`src/rtl/ram_pkg.sv`:
```
// ram_pkg
// Shared definitions for the byte-write-enable dual-port RAM:
//   - ram_state_e : clear-sequencer states (INIT, READY)
//   - RDW_OLD / RDW_NEW : same-address read-during-write selections
//   - lane_merge() : replaces the byte lanes of a word selected by a
//                    byte-enable vector
package ram_pkg;

  typedef enum logic {
    ST_INIT  = 1'b0,
    ST_READY = 1'b1
  } ram_state_e;

  localparam int RDW_OLD = 0;
  localparam int RDW_NEW = 1;

  // The merge function works on fixed-size containers so a single
  // definition serves every instance width. Callers widen their operands
  // with a size cast and truncate the result the same way.
  localparam int MERGE_MAX_W     = 256;
  localparam int MERGE_MAX_LANES = 256;

  // Bit i of the result comes from new_word when the lane holding bit i
  // is enabled, otherwise from old_word. byte_width is a constant at every
  // call site, so the division folds away in synthesis.
  function automatic logic [MERGE_MAX_W-1:0] lane_merge(
    input logic [MERGE_MAX_W-1:0]     old_word,
    input logic [MERGE_MAX_W-1:0]     new_word,
    input logic [MERGE_MAX_LANES-1:0] be,
    input int                         byte_width
  );
    logic [MERGE_MAX_W-1:0] merged;
    merged = old_word;
    for (int i = 0; i < MERGE_MAX_W; i++) begin
      if (be[8'(i / byte_width)]) begin
        merged[8'(i)] = new_word[8'(i)];
      end
    end
    return merged;
  endfunction

endpackage

```
`src/rtl/ram_init_seq.sv`:
```
// ram_init_seq
// Clear sequencer for the RAM array. After reset release it walks every
// address once, one per cycle, requesting a zero write, then parks in
// READY until the next reset.
//
// Ports:
//   clk        in   system clock, rising edge
//   rst_n      in   asynchronous active-low reset
//   init_busy  out  high while the clear walk runs (registered)
//   clr_addr   out  address to clear this cycle
//   clr_we     out  clear write strobe
//
// state    | meaning
// ---------+----------------------------------------------------------
// ST_INIT  | zeroing address clr_addr this cycle; user ports ignored
// ST_READY | clear finished; RAM serves user reads and writes
module ram_init_seq
  import ram_pkg::*;
#(
  parameter int ADDR_WIDTH = 4
) (
  input  logic                  clk,
  input  logic                  rst_n,
  output logic                  init_busy,
  output logic [ADDR_WIDTH-1:0] clr_addr,
  output logic                  clr_we
);

  ram_state_e            state;
  logic [ADDR_WIDTH-1:0] clr_cnt;

  always_ff @(posedge clk or negedge rst_n) begin
    if (!rst_n) begin
      state     <= ST_INIT;
      clr_cnt   <= '0;
      init_busy <= 1'b1;
    end else begin
      case (state)
        ST_INIT: begin
          // The counter wraps back to zero on the last address, so it
          // is already at its reset value when READY is entered.
          clr_cnt <= clr_cnt + 1'b1;
          if (clr_cnt == '1) begin
            state     <= ST_READY;
            init_busy <= 1'b0;
          end
        end
        ST_READY: begin
          init_busy <= 1'b0;
        end
        default: begin
          state     <= ST_INIT;
          clr_cnt   <= '0;
          init_busy <= 1'b1;
        end
      endcase
    end
  end

  assign clr_addr = clr_cnt;
  assign clr_we   = init_busy;

endmodule

```
`src/rtl/bwe_dual_port_ram.sv`:
```
// bwe_dual_port_ram
// Simple dual-port RAM (one write port, one read port, single clock) with
// per-byte write enables, a configurable 1- or 2-cycle registered read and
// a selectable same-address read-during-write result. The array is zeroed
// by a clear sequence after every reset; user traffic is dropped while
// that sequence runs.
//
// Ports:
//   clk        in   system clock, rising edge
//   rst_n      in   asynchronous active-low reset
//   init_busy  out  high while the clear sequence runs
//   wr_en      in   write request
//   wr_addr    in   write address
//   wr_be      in   per-byte-lane write enable
//   wr_data    in   write data
//   rd_en      in   read request
//   rd_addr    in   read address
//   rd_data    out  registered read data, holds between reads
//   rd_valid   out  one-cycle pulse qualifying rd_data
module bwe_dual_port_ram
  import ram_pkg::*;
#(
  parameter int DATA_WIDTH = 32,
  parameter int ADDR_WIDTH = 4,
  parameter int BYTE_WIDTH = 8,
  parameter int RD_LATENCY = 1,
  parameter int RDW_MODE   = 0
) (
  input  logic                             clk,
  input  logic                             rst_n,
  output logic                             init_busy,
  input  logic                             wr_en,
  input  logic [ADDR_WIDTH-1:0]            wr_addr,
  input  logic [DATA_WIDTH/BYTE_WIDTH-1:0] wr_be,
  input  logic [DATA_WIDTH-1:0]            wr_data,
  input  logic                             rd_en,
  input  logic [ADDR_WIDTH-1:0]            rd_addr,
  output logic [DATA_WIDTH-1:0]            rd_data,
  output logic                             rd_valid
);

  localparam int NUM_BYTES = DATA_WIDTH / BYTE_WIDTH;
  localparam int DEPTH     = 2 ** ADDR_WIDTH;

  if (BYTE_WIDTH < 1 || (DATA_WIDTH % BYTE_WIDTH) != 0) begin : g_bad_byte_width
    $error("bwe_dual_port_ram: DATA_WIDTH must be a non-zero multiple of BYTE_WIDTH");
  end
  if (RD_LATENCY != 1 && RD_LATENCY != 2) begin : g_bad_latency
    $error("bwe_dual_port_ram: RD_LATENCY must be 1 or 2");
  end
  if (RDW_MODE != RDW_OLD && RDW_MODE != RDW_NEW) begin : g_bad_rdw
    $error("bwe_dual_port_ram: RDW_MODE must be RDW_OLD or RDW_NEW");
  end
  if (DATA_WIDTH > MERGE_MAX_W) begin : g_too_wide
    $error("bwe_dual_port_ram: DATA_WIDTH exceeds the lane_merge container");
  end

  logic [ADDR_WIDTH-1:0] clr_addr;
  logic                  clr_we;

  ram_init_seq #(
    .ADDR_WIDTH (ADDR_WIDTH)
  ) u_init_seq (
    .clk       (clk),
    .rst_n     (rst_n),
    .init_busy (init_busy),
    .clr_addr  (clr_addr),
    .clr_we    (clr_we)
  );

  logic [DATA_WIDTH-1:0] mem [DEPTH];

  logic                  wr_fire;
  logic                  rd_fire;
  logic [DATA_WIDTH-1:0] wr_merged;
  logic [DATA_WIDTH-1:0] rd_word;

  // An all-zero byte enable would rewrite the old word unchanged; skipping
  // it keeps the array quiet.
  assign wr_fire = wr_en & ~init_busy & (|wr_be);
  assign rd_fire = rd_en & ~init_busy;

  assign wr_merged = DATA_WIDTH'(lane_merge(MERGE_MAX_W'(mem[wr_addr]),
                                            MERGE_MAX_W'(wr_data),
                                            MERGE_MAX_LANES'(wr_be),
                                            BYTE_WIDTH));

  // The array has no reset; only the clear walk initialises it.
  always_ff @(posedge clk) begin
    if (clr_we) begin
      mem[clr_addr] <= '0;
    end else if (wr_fire) begin
      mem[wr_addr] <= wr_merged;
    end
  end

  // Old-data mode needs no bypass: the array is read before the write of
  // the same edge lands. New-data mode forwards the merged write word.
  always_comb begin
    rd_word = mem[rd_addr];
    if (RDW_MODE == RDW_NEW && wr_fire && (wr_addr == rd_addr)) begin
      rd_word = wr_merged;
    end
  end

  if (RD_LATENCY == 1) begin : g_lat1
    always_ff @(posedge clk or negedge rst_n) begin
      if (!rst_n) begin
        rd_data  <= '0;
        rd_valid <= 1'b0;
      end else begin
        rd_valid <= rd_fire;
        if (rd_fire) begin
          rd_data <= rd_word;
        end
      end
    end
  end else begin : g_lat2
    logic [DATA_WIDTH-1:0] s1_data;
    logic                  s1_valid;

    always_ff @(posedge clk or negedge rst_n) begin
      if (!rst_n) begin
        s1_data  <= '0;
        s1_valid <= 1'b0;
        rd_data  <= '0;
        rd_valid <= 1'b0;
      end else begin
        s1_valid <= rd_fire;
        if (rd_fire) begin
          s1_data <= rd_word;
        end
        rd_valid <= s1_valid;
        if (s1_valid) begin
          rd_data <= s1_data;
        end
      end
    end
  end

endmodule

```
`config.mk`:
```
export PLATFORM = sky130hd
export DESIGN_NAME = bwe_dual_port_ram
export DESIGN_NICKNAME = d
export VERILOG_FILES = /design/src/rtl/ram_pkg.sv /design/src/rtl/ram_init_seq.sv /design/src/rtl/bwe_dual_port_ram.sv
export SDC_FILE = /design/constraint.sdc
export NUM_CORES = 1
export LEC_CHECK = 0
export CAP_MARGIN = 20
export CORE_MARGIN = 2
export CORE_UTILIZATION = 60
export DETAILED_ROUTE_END_ITERATION = 7
export PLACE_DENSITY_LB_ADDON = 0.2
export SETUP_SLACK_MARGIN = 0.2
export SYNTH_ARGS = -nofsm -noshare
export SYNTH_HDL_FRONTEND = slang
export SYNTH_SLANG_ARGS = --single-unit
export TNS_END_PERCENT = 10
```
`constraint.sdc`:
```
create_clock -name clk -period 7.2 [get_ports clk]
set_input_delay 1.44 -clock clk [delete_from_list [all_inputs] [get_ports clk]]
set_output_delay 1.44 -clock clk [all_outputs]
set_load 0.005 [all_outputs]
```
After elaboration in Yosys (flattened, before gate mapping)
Memory sizes are Yosys's and may differ from the RTL's. A register that Yosys moved wholly into a read port is not among the register bits. Cells that the tools add are included.

Reductions and logical operators: 7. Muxes and demuxes: 44. Equal/unequal tests: 6. Bitwise operators: 5. $add $sub $neg: 1.

Operators by type and width (number): $mux 1 (40); $mux 32 (1); $reduce_or 32->1 (1); $mux 4 (2); $reduce_and 2->1 (4); $add 4x1->4 const B (1); $eq 4x4->1 const B (1); $ne 1x1->1 const B (4); $reduce_or 4->1 (1); $and 1x1->1 (3); $ne 2x1->1 const B (1); $not 1->1 (2); $pmux 1 s2 (1); $logic_not 1->1 (1).

Memories: 1. Memory bits (writable): 512. Flip-flop bits (word level): 7. Output and inout port bits: 34. Word-level logic and storage cells: 68.

Memories: mem (words 16, width 32, read ports 1, clocked after memory_dff 1, write ports 1, RTL line bwe_dual_port_ram.sv:71) `logic [DATA_WIDTH-1:0] mem [DEPTH];`.

Logic depth before layout (Yosys ltp)
Gate-level depths: netlist (run 1).

Word-level depth: 9. Gate-level depth with buffers: 7. Mapped depth without buffers: 5.

Cells and area by module
A second synthesis (run 1) with hierarchy kept.

Cell total of the unflattened synthesis: 1324. Area total of the unflattened synthesis: 21874.7 µm².

Modules (own cells, without submodules): bwe_dual_port_ram (area each 21634.5 µm², sequential area each 16200.5 µm², cells each 1307, instances 1); ram_init_seq (area each 240.2 µm², sequential area each 151.4 µm², cells each 17, instances 1).

Least setup slack after synthesis (run 1)
Ideal clock, no wire load.

Path type: input port to flip-flop. Start point: input wr_be[1]. End point: memory mem[9][10] (enable). Buffers on the path: 3. Setup time: 0.383 ns. Stages: 7. Setup slack: 3.394 ns. Data arrival time: 3.423 ns. Data required time: 6.817 ns. Path through: or4_1 and3_1 buf_6 buf_8 mux2i_4 buf_6 nor3_1.

Longest elaborated chain between the ends: 8.

RTL lines: from (decl) (RTL line bwe_dual_port_ram.sv:34) `input logic [DATA_WIDTH/BYTE_WIDTH-1:0] wr_be,`; $reduce_or 4->1 (RTL line bwe_dual_port_ram.sv:80) `assign wr_fire = wr_en & ~init_busy & (|wr_be);`; $and 1x1->1 (RTL line bwe_dual_port_ram.sv:80); $mux 1 (RTL line bwe_dual_port_ram.sv:92) `end else if (wr_fire) begin`; $mux 1 (RTL line bwe_dual_port_ram.sv:90) `if (clr_we) begin`; $mux 1 (not written as such) (RTL line bwe_dual_port_ram.sv:93) `mem[wr_addr] <= wr_merged;`; $reduce_and 2->1 (no line); $reduce_or 32->1 (no line); $mux 4 (no line); to (decl) (RTL line bwe_dual_port_ram.sv:71).

Several ways; a longest one is shown, not always the timed one.

Final worst setup path (run 1)
Start point: input wr_be[1]. End point: memory mem[2][18] (enable).

The elaborated chain is that of the path after synthesis.

==> results of run 1 <==
kinds of logic (layout without fill, tap and decap cells):
| group | Yosys count | in the layout | synth area share |
|---|---|---|---|
| muxes | 265 | 265 | 0.125 |
| DFF | 551 | 551 | 0.746 |
| xor gates and xnor gates | 3 | 3 | 0.00120 |
| and+or+nand+nor | 307 | 307 | 0.0712 |
| adders and majority gates | 1 | 1 | 0.000571 |
| AOI/OAI and AO/OA | 111 | 111 | 0.0365 |
| buffers and inverters | 84 | 221 | 0.0191 |
stage by stage:
stage	setup WS [ns]	hold WS, ns	cells	cell area, sq um
finish	2.93	0.483	1920	24900
global route	2.88	0.510	1920	24900
CTS	2.82	0.486	1896	24800
detailed placement	2.23	0.472	1798	23100
global placement	2.36	0.464	1797	23100
floorplan	3.39	0.473	1322	21900
metal layers:
layer	vias up	share of wire	GRT usage
li1	5364	-	-
met1	6127	0.41	0.384
met2	610	0.48	0.425
met3	95	0.088	0.0491
met4	0	0.024	0.0800
met5	-	0	0
worst max-delay path by stage:
stage / from / end / slack, ns
4_1_cts: wr_be[1] / mem[7][28]$_DFFE_PP_ / 2.82
6_report: wr_be[1] / mem[2][18]$_DFFE_PP_ / 2.93
2_1_floorplan: wr_be[1] / mem[9][10]$_DFFE_PP_ / 3.39
3_5_place_dp: wr_be[0] / mem[7][30]$_DFFE_PP_ / 2.23
5_1_grt: wr_be[0] / mem[2][9]$_DFFE_PP_ / 2.88
3_3_place_gp: wr_be[1] / mem[2][27]$_DFFE_PP_ / 2.36
registers in the layout, indices dropped and copies added, names as in the netlist:
signal and flops:
mem 512, u_init_seq.clr_we 1, rd_valid 1, u_init_seq.state 1
rd_data 32, u_init_seq.clr_addr 4
layout make-up:
type / count / area, sq um / area share
flip-flops and latches: 551 / 16400 / 0.656
clock buffers: 67 / 1440 / 0.0578
repair buffers: 121 / 1100 / 0.0442
multi-input cells: 687 / 5180 / 0.208
well taps: 461 / 577 / 0.0231
clock inverters: 31 / 288 / 0.0115
inverters: 2 / 7.51 / 0.000301
tightest hold or removal path: stages (launching register included):
cell and delay (ns):
dfrtp_1 0.34, nand2_1 0.05, nand3_1 0.06
power breakdown:
group	internal [uW]	switching, uW	leakage, uW
logic	160	266	0.00282
registers	3550	20.7	0.00516
clock network	1590	1140	0.000832
total	5300	1430	0.00881
cell usage in the layout, fill, tap and decap left out, drive strengths merged:
cell           count
nand2             90
dfstp              1
and3               1
nor2b             10
edfxtp           512
buf               33
or4                1
nor2               7
mux2i            262
clkinvlp           4
nand3             74
ha                 1
nand3b             1
and2              34
inv                3
nand4             22
a21oi             14
mux2               3
dfrtp             38
nand4b             1
bufinv             5
clkinv            21
nand2b             2
nor3              64
clkdlybuf4s50     79
xnor2              3
clkbuf            76
a31o               1
a22oi             96
==> summary.txt, run 1 <==
Outcome
  • Run status: finished clean

Floorplanning
  • Die ar.: 0.0381 sq mm
  • I/O pin total: 82
  • Die Height: 195 um
  • Core area: 0.0357 sq mm
  • Die W: 195 um
  • Initial Util: 0.613
  • Floorplan row count: 69

Power and ir drop
  • Maximum VDD drop: 0.215 mV
  • Total power: 6730 uW
  • Leakage: 0.00881 uW
  • Power per cell area: 270 mW/mm^2

Layout
  • Layout area overhead: 13.9%
  • Final core occ: 0.698
  • Nets: 1465
  • Share of layout cells above drive strength 1: 0.0994
  • Diode count: 0
  • Fillers: 2367

Setup path
  • RR Startpoint: u_init_seq.clr_we$_DFFE_PN1P_
  • Startpoint class of the critical path: input pin
  • Worst r2r path cells: 5
  • CP Data Required Time: 7.39 ns
  • CP Class: in -> reg
  • WP depth: 6
  • Worst path slowest cell: nor3_1
  • Max FO, Critical Path: 40
  • CP Buf/Inv Count: 2
  • CP arrival: 4.45 ns
  • Crit-path leading delay family: simple AND/OR/NAND/NOR gates
  • R2R Setup Slk: 4.14 ns
  • Critical R2R Capture: mem[0][16]$_DFFE_PP_
  • Worst-path cell chain: clkdlybuf4s50_1 > or4_1 > and3_2 > buf_4 > mux2i_4 > nor3_1
  • Max stage delay on crit path: 0.99 ns
  • Crit. End Element: flop

Placement
  • DP HPWL: 29500 um
  • Gpl congestion: 0.783
  • PortBufs: 81

Min path
  • Hold depth: 2
  • Hold EP: rd_data[22]$_DFFE_PN0P_
  • Worst hold path type: reg -> reg
  • Hold Path Origin: rd_data[22]$_DFFE_PN0P_

Clocking
  • Post-CTS Hold Buffers: 0
  • Total CTS buffers: 53
  • Clk_lat worst skew: 0.57 ns
  • CTS tree: built
  • Root buf cell: clkbuf_16
  • Post-CTS setup buffers: 0
  • Reg clk slew, reported paths: 0.06 ns
  • H-tree depth: 2
  • Resized Gates After CTS: 0
  • Bufs on Longest Clock Path: 3
  • Sink Count: 551

Synthesis
  • Synth Instances: 1322
  • Syn nets: 1371
  • Post-synth EDFFs: 512
  • Share of the synthesized area in the top cell type: 0.702
  • Post-synth top area cell: edfxtp_1
  • Synth Area per Inst: 16.6 sq um
  • Unique cell type count in the Yosys netlist: 32
  • YS warnings: 0
  • Top-count cell post-synth: edfxtp_1
  • Synth area leaders: edfxtp_1, mux2i_1, dfrtp_1
  • Flip-flop and latch count after synthesis: 551
  • Async SR Flop Fraction: 0.0708
  • Ys flop type: edfxtp_1
  • Register area share after synthesis: 0.746
  • Leading cell types by count after synthesis: edfxtp_1, mux2i_1, a22oi_1
  • Post-Syn Area: 0.0219 sq mm

STA
  • Final Hold Vio Count: 0
  • Fin crit period: 4.27 ns
  • Layout Skew: 0.0230 ns
  • Max Freq: 234 MHz
  • Unrepaired setup endpoints after global routing: no
  • Slew of the pin with the lowest slew margin: 1.19 ns
  • Setup_tns: 0 ns
  • Slew HR: 0.190
  • Finish-stage setup viols: 0
  • Slew Limit Fails: 0
  • Final Cycle Share: 0.593

Detailed routing
  • Initial DRC Count: 1332
  • WL final: 50300 um
  • First-pass DRT Iterations: 6
  • Vias: 12200
  • Avg Vias per Cell: 6.35
  • Avg WL per Cell: 26.2 um
  • Final ANT Viol Nets: 0
  • # DRC: 0

Global route
  • Total track usage: 0.267
  • First-pass GRT wire length: 75000 um
  • Antenna violations before repair: 0
  • Gr ovfl total: 0
  • Vias in the first global route: 12100
  • Largest net degree at the start of global routing: 113

Run
  • Max Cap Viol: 0
No activity file was read; power rests on OpenSTA's default activity.
==> run 2, diff against run 1 <==
--- a/config.mk
+++ b/config.mk
@@ -7,7 +7,7 @@
 export LEC_CHECK = 0
 export CAP_MARGIN = 20
 export CORE_MARGIN = 2
-export CORE_UTILIZATION = 60
+export CORE_UTILIZATION = 55
 export DETAILED_ROUTE_END_ITERATION = 7
 export PLACE_DENSITY_LB_ADDON = 0.2
 export SETUP_SLACK_MARGIN = 0.2
==> constraint.sdc (replaced) <==
create_clock -name clk -period 3.67 [get_ports clk]
set_input_delay 0.734 -clock clk [delete_from_list [all_inputs] [get_ports clk]]
set_output_delay 0.734 -clock clk [all_outputs]
set_load 0.005 [all_outputs]
==> summary.txt, run 2 (synthesized netlist as in run 1, its figures left out) <==
Outcome
  • Run status: finished clean (unchanged)

Layout
  • Area of the multi-input gates: 0.00517 sq mm (was 0.00518 sq mm)
  • Layout area overhead: 17.0% (was 13.9%)
  • Commonest non-fill, non-tap cells in the layout: edfxtp_1, mux2i_1, a22oi_1 (unchanged)
  • Diode count: 0 (unchanged)
  • Commonest non-fill, non-tap cell in the layout: edfxtp_1 (unchanged)
  • Final cell count without fillers: 2040 (was 1920)
  • Biggest register: mem (unchanged)
  • Share of layout cells above drive strength 1: 0.136 (was 0.0994)
  • Nets: 1522 (was 1465)
  • Fillers: 2731 (was 2367)
  • Number of flip-flops in the largest register: 512 (unchanged)
  • Register cell area after layout: 0.0164 sq mm (unchanged)

Detailed routing
  • # DRC: 0 (unchanged)
  • Vias: 12100 (was 12200)
  • Avg Vias per Cell: 5.91 (was 6.35)
  • Initial DRC Count: 843 (was 1332)
  • Met2 wire len: 25200 um (was 24100 um)
  • Met3 wire len: 3340 um (was 4430 um)
  • Avg WL per Cell: 24.9 um (was 26.2 um)
  • Top sig layer: met4 (unchanged)
  • Final ANT Viol Nets: 0 (unchanged)
  • WL final: 50700 um (was 50300 um)
  • Metal-1 WL: 20800 um (was 20500 um)
  • First-pass DRT Iterations: 5 (was 6)

Global route
  • Total track usage: 0.252 (was 0.267)
  • Largest net degree at the start of global routing: 65 (was 113)
  • First-pass GRT wire length: 76400 um (was 75000 um)
  • Antenna violations before repair: 0 (unchanged)
  • Vias in the first global route: 12300 (was 12100)
  • Gr ovfl total: 0 (unchanged)

Placement
  • PortBufs: 81 (unchanged)
  • Gpl congestion: 0.804 (was 0.783)
  • DP Cell Count: 1944 (was 1798)
  • DP HPWL: 31300 um (was 29500 um)

Power and ir drop
  • Power per cell area: 526 mW/mm^2 (was 270 mW/mm^2)
  • Maximum VDD drop: 0.364 mV (was 0.215 mV)
  • Leakage: 0.00917 uW (was 0.00881 uW)

STA
  • Final Cycle Share: 0.815
  • Fin crit period: 2.99 ns
  • Slew HR: 0.281 (was 0.190)
  • Max Freq: 334 MHz
  • Layout Skew: 0.0189 ns (was 0.0230 ns)
  • Finish-stage setup viols: 0 (unchanged)
  • Slew Limit Fails: 0 (unchanged)
  • Slew of the pin with the lowest slew margin: 1.06 ns (was 1.19 ns)
  • Final Hold Vio Count: 0 (unchanged)
  • Unrepaired setup endpoints after global routing: no (unchanged)
  • Setup_tns: 0 ns (unchanged)

Clocking
  • Clk_lat worst skew: 0.59 ns (was 0.57 ns)
  • Post-CTS setup buffers: 0 (unchanged)
  • CTS tree: built (unchanged)
  • Root buf cell: clkbuf_16 (unchanged)
  • Post-CTS Hold Buffers: 0 (unchanged)
  • H-tree depth: 2 (unchanged)
  • Total CTS buffers: 52 (was 53)
  • Bufs on Longest Clock Path: 3 (unchanged)
  • Reg clk slew, reported paths: 0.06 ns (about the same)
  • Sink Count: 551 (unchanged)
  • Resized Gates After CTS: 0 (unchanged)

Setup path
  • Worst r2r path cells: 6 (was 5)
  • RR Startpoint: u_init_seq.clr_we$_DFFE_PN1P_ (unchanged)
  • Max FO, Critical Path: 16 (was 40)
  • Startpoint class of the critical path: input pin (unchanged)
  • Critical R2R Capture: mem[2][28]$_DFFE_PP_ (was mem[0][16]$_DFFE_PP_)
  • CP arrival: 3.35 ns (was 4.45 ns)
  • CP Class: in -> reg (unchanged)
  • CP Data Required Time: 4.03 ns (was 7.39 ns)
  • Crit. End Element: flop (unchanged)
  • R2R Setup Slk: 1.00 ns (was 4.14 ns)

Floorplanning
  • I/O pin total: 82 (unchanged)
  • Die W: 204 um (was 195 um)
  • Die Height: 204 um (was 195 um)
  • Core area: 0.0395 sq mm (was 0.0357 sq mm)
  • Initial Util: 0.554 (was 0.613)
  • Floorplan row count: 73 (was 69)
  • Die ar.: 0.0414 sq mm (was 0.0381 sq mm)

Run
  • Max Cap Viol: 0 (unchanged)

Min path
  • Worst hold path type: in -> async (was reg -> reg)
## run 2: cell count changes in the layout (fill, tap and decap cells not counted), moves of 2 or more
cell and delta:
buf_4 +78, buf_2 -15, clkinv_1 -11, clkbuf_4 -8, buf_12 +5, clkbuf_1 +5
clkbuf_8 +5, bufinv_16 +3, clkinv_2 -3, clkbuf_16 -2
## run 2: how the worst max path moves through the flow
stage                         from                    to  slack (ns)  cells after the start
after floorplan           wr_be[1]  mem[9][10]$_DFFE_PP_        0.57                      7
after global placement    wr_be[1]  mem[2][31]$_DFFE_PP_         0.1                      7
after detailed placement  wr_be[1]  mem[2][15]$_DFFE_PP_        0.09                      7
after CTS                 wr_be[1]  mem[2][28]$_DFFE_PP_        0.69                      7
after global routing      wr_be[1]  mem[2][27]$_DFFE_PP_        0.62                      7
final                     wr_be[1]  mem[2][28]$_DFFE_PP_        0.68                      7
## run 2: report_power, final
| group | internal, uW | total (uW) | switching (uW) |
|---|---|---|---|
| registers | 6960 | 7010 | 46.1 |
| clock network | 3370 | 5610 | 2240 |
| logic | 335 | 860 | 525 |
## run 2: final cells by class
| cell class | instances | share of cell area |
|---|---|---|
| Sequential cell | 551 | 0.638 |
| Multi-Input combinational cell | 687 | 0.202 |
| Timing Repair Buffer | 179 | 0.0638 |
| Clock buffer | 75 | 0.0577 |
| Tap cell | 525 | 0.0256 |
| Clock inverter | 21 | 0.0125 |
| Inverter | 2 | 0.000293 |
## run 2: through the flow
stage / utilization / power (uW) / cell area [sq um] / setup slack, ns / hold slack, ns
finish: 0.648 / 13500 / 25600 / 0.677 / 0.215
global route: 0.648 / 13800 / 25600 / 0.621 / 0.254
CTS: 0.648 / 13500 / 25600 / 0.695 / 0.232
detailed placement: 0.602 / 8000 / 23800 / 0.0942 / 0.466
global placement: 0.602 / 7990 / 23800 / 0.0998 / 0.462
floorplan: - / 7570 / 21900 / 0.570 / 0.438
## run 2: critical path, stage by stage
cell and delay, ns:
clkdlybuf4s50_1 0.41, or4_1 0.51, and3_2 0.35, buf_4 0.24
mux2i_4 0.71, nor3_1 0.15, buf_4 0.22
## run 2: layer usage
layer | vias up | GRT usage
met4 | 0 | 0.0798
met3 | 91 | 0.0360
met5 | - | 0
met1 | 6074 | 0.344
li1 | 5443 | -
met2 | 451 | 0.422
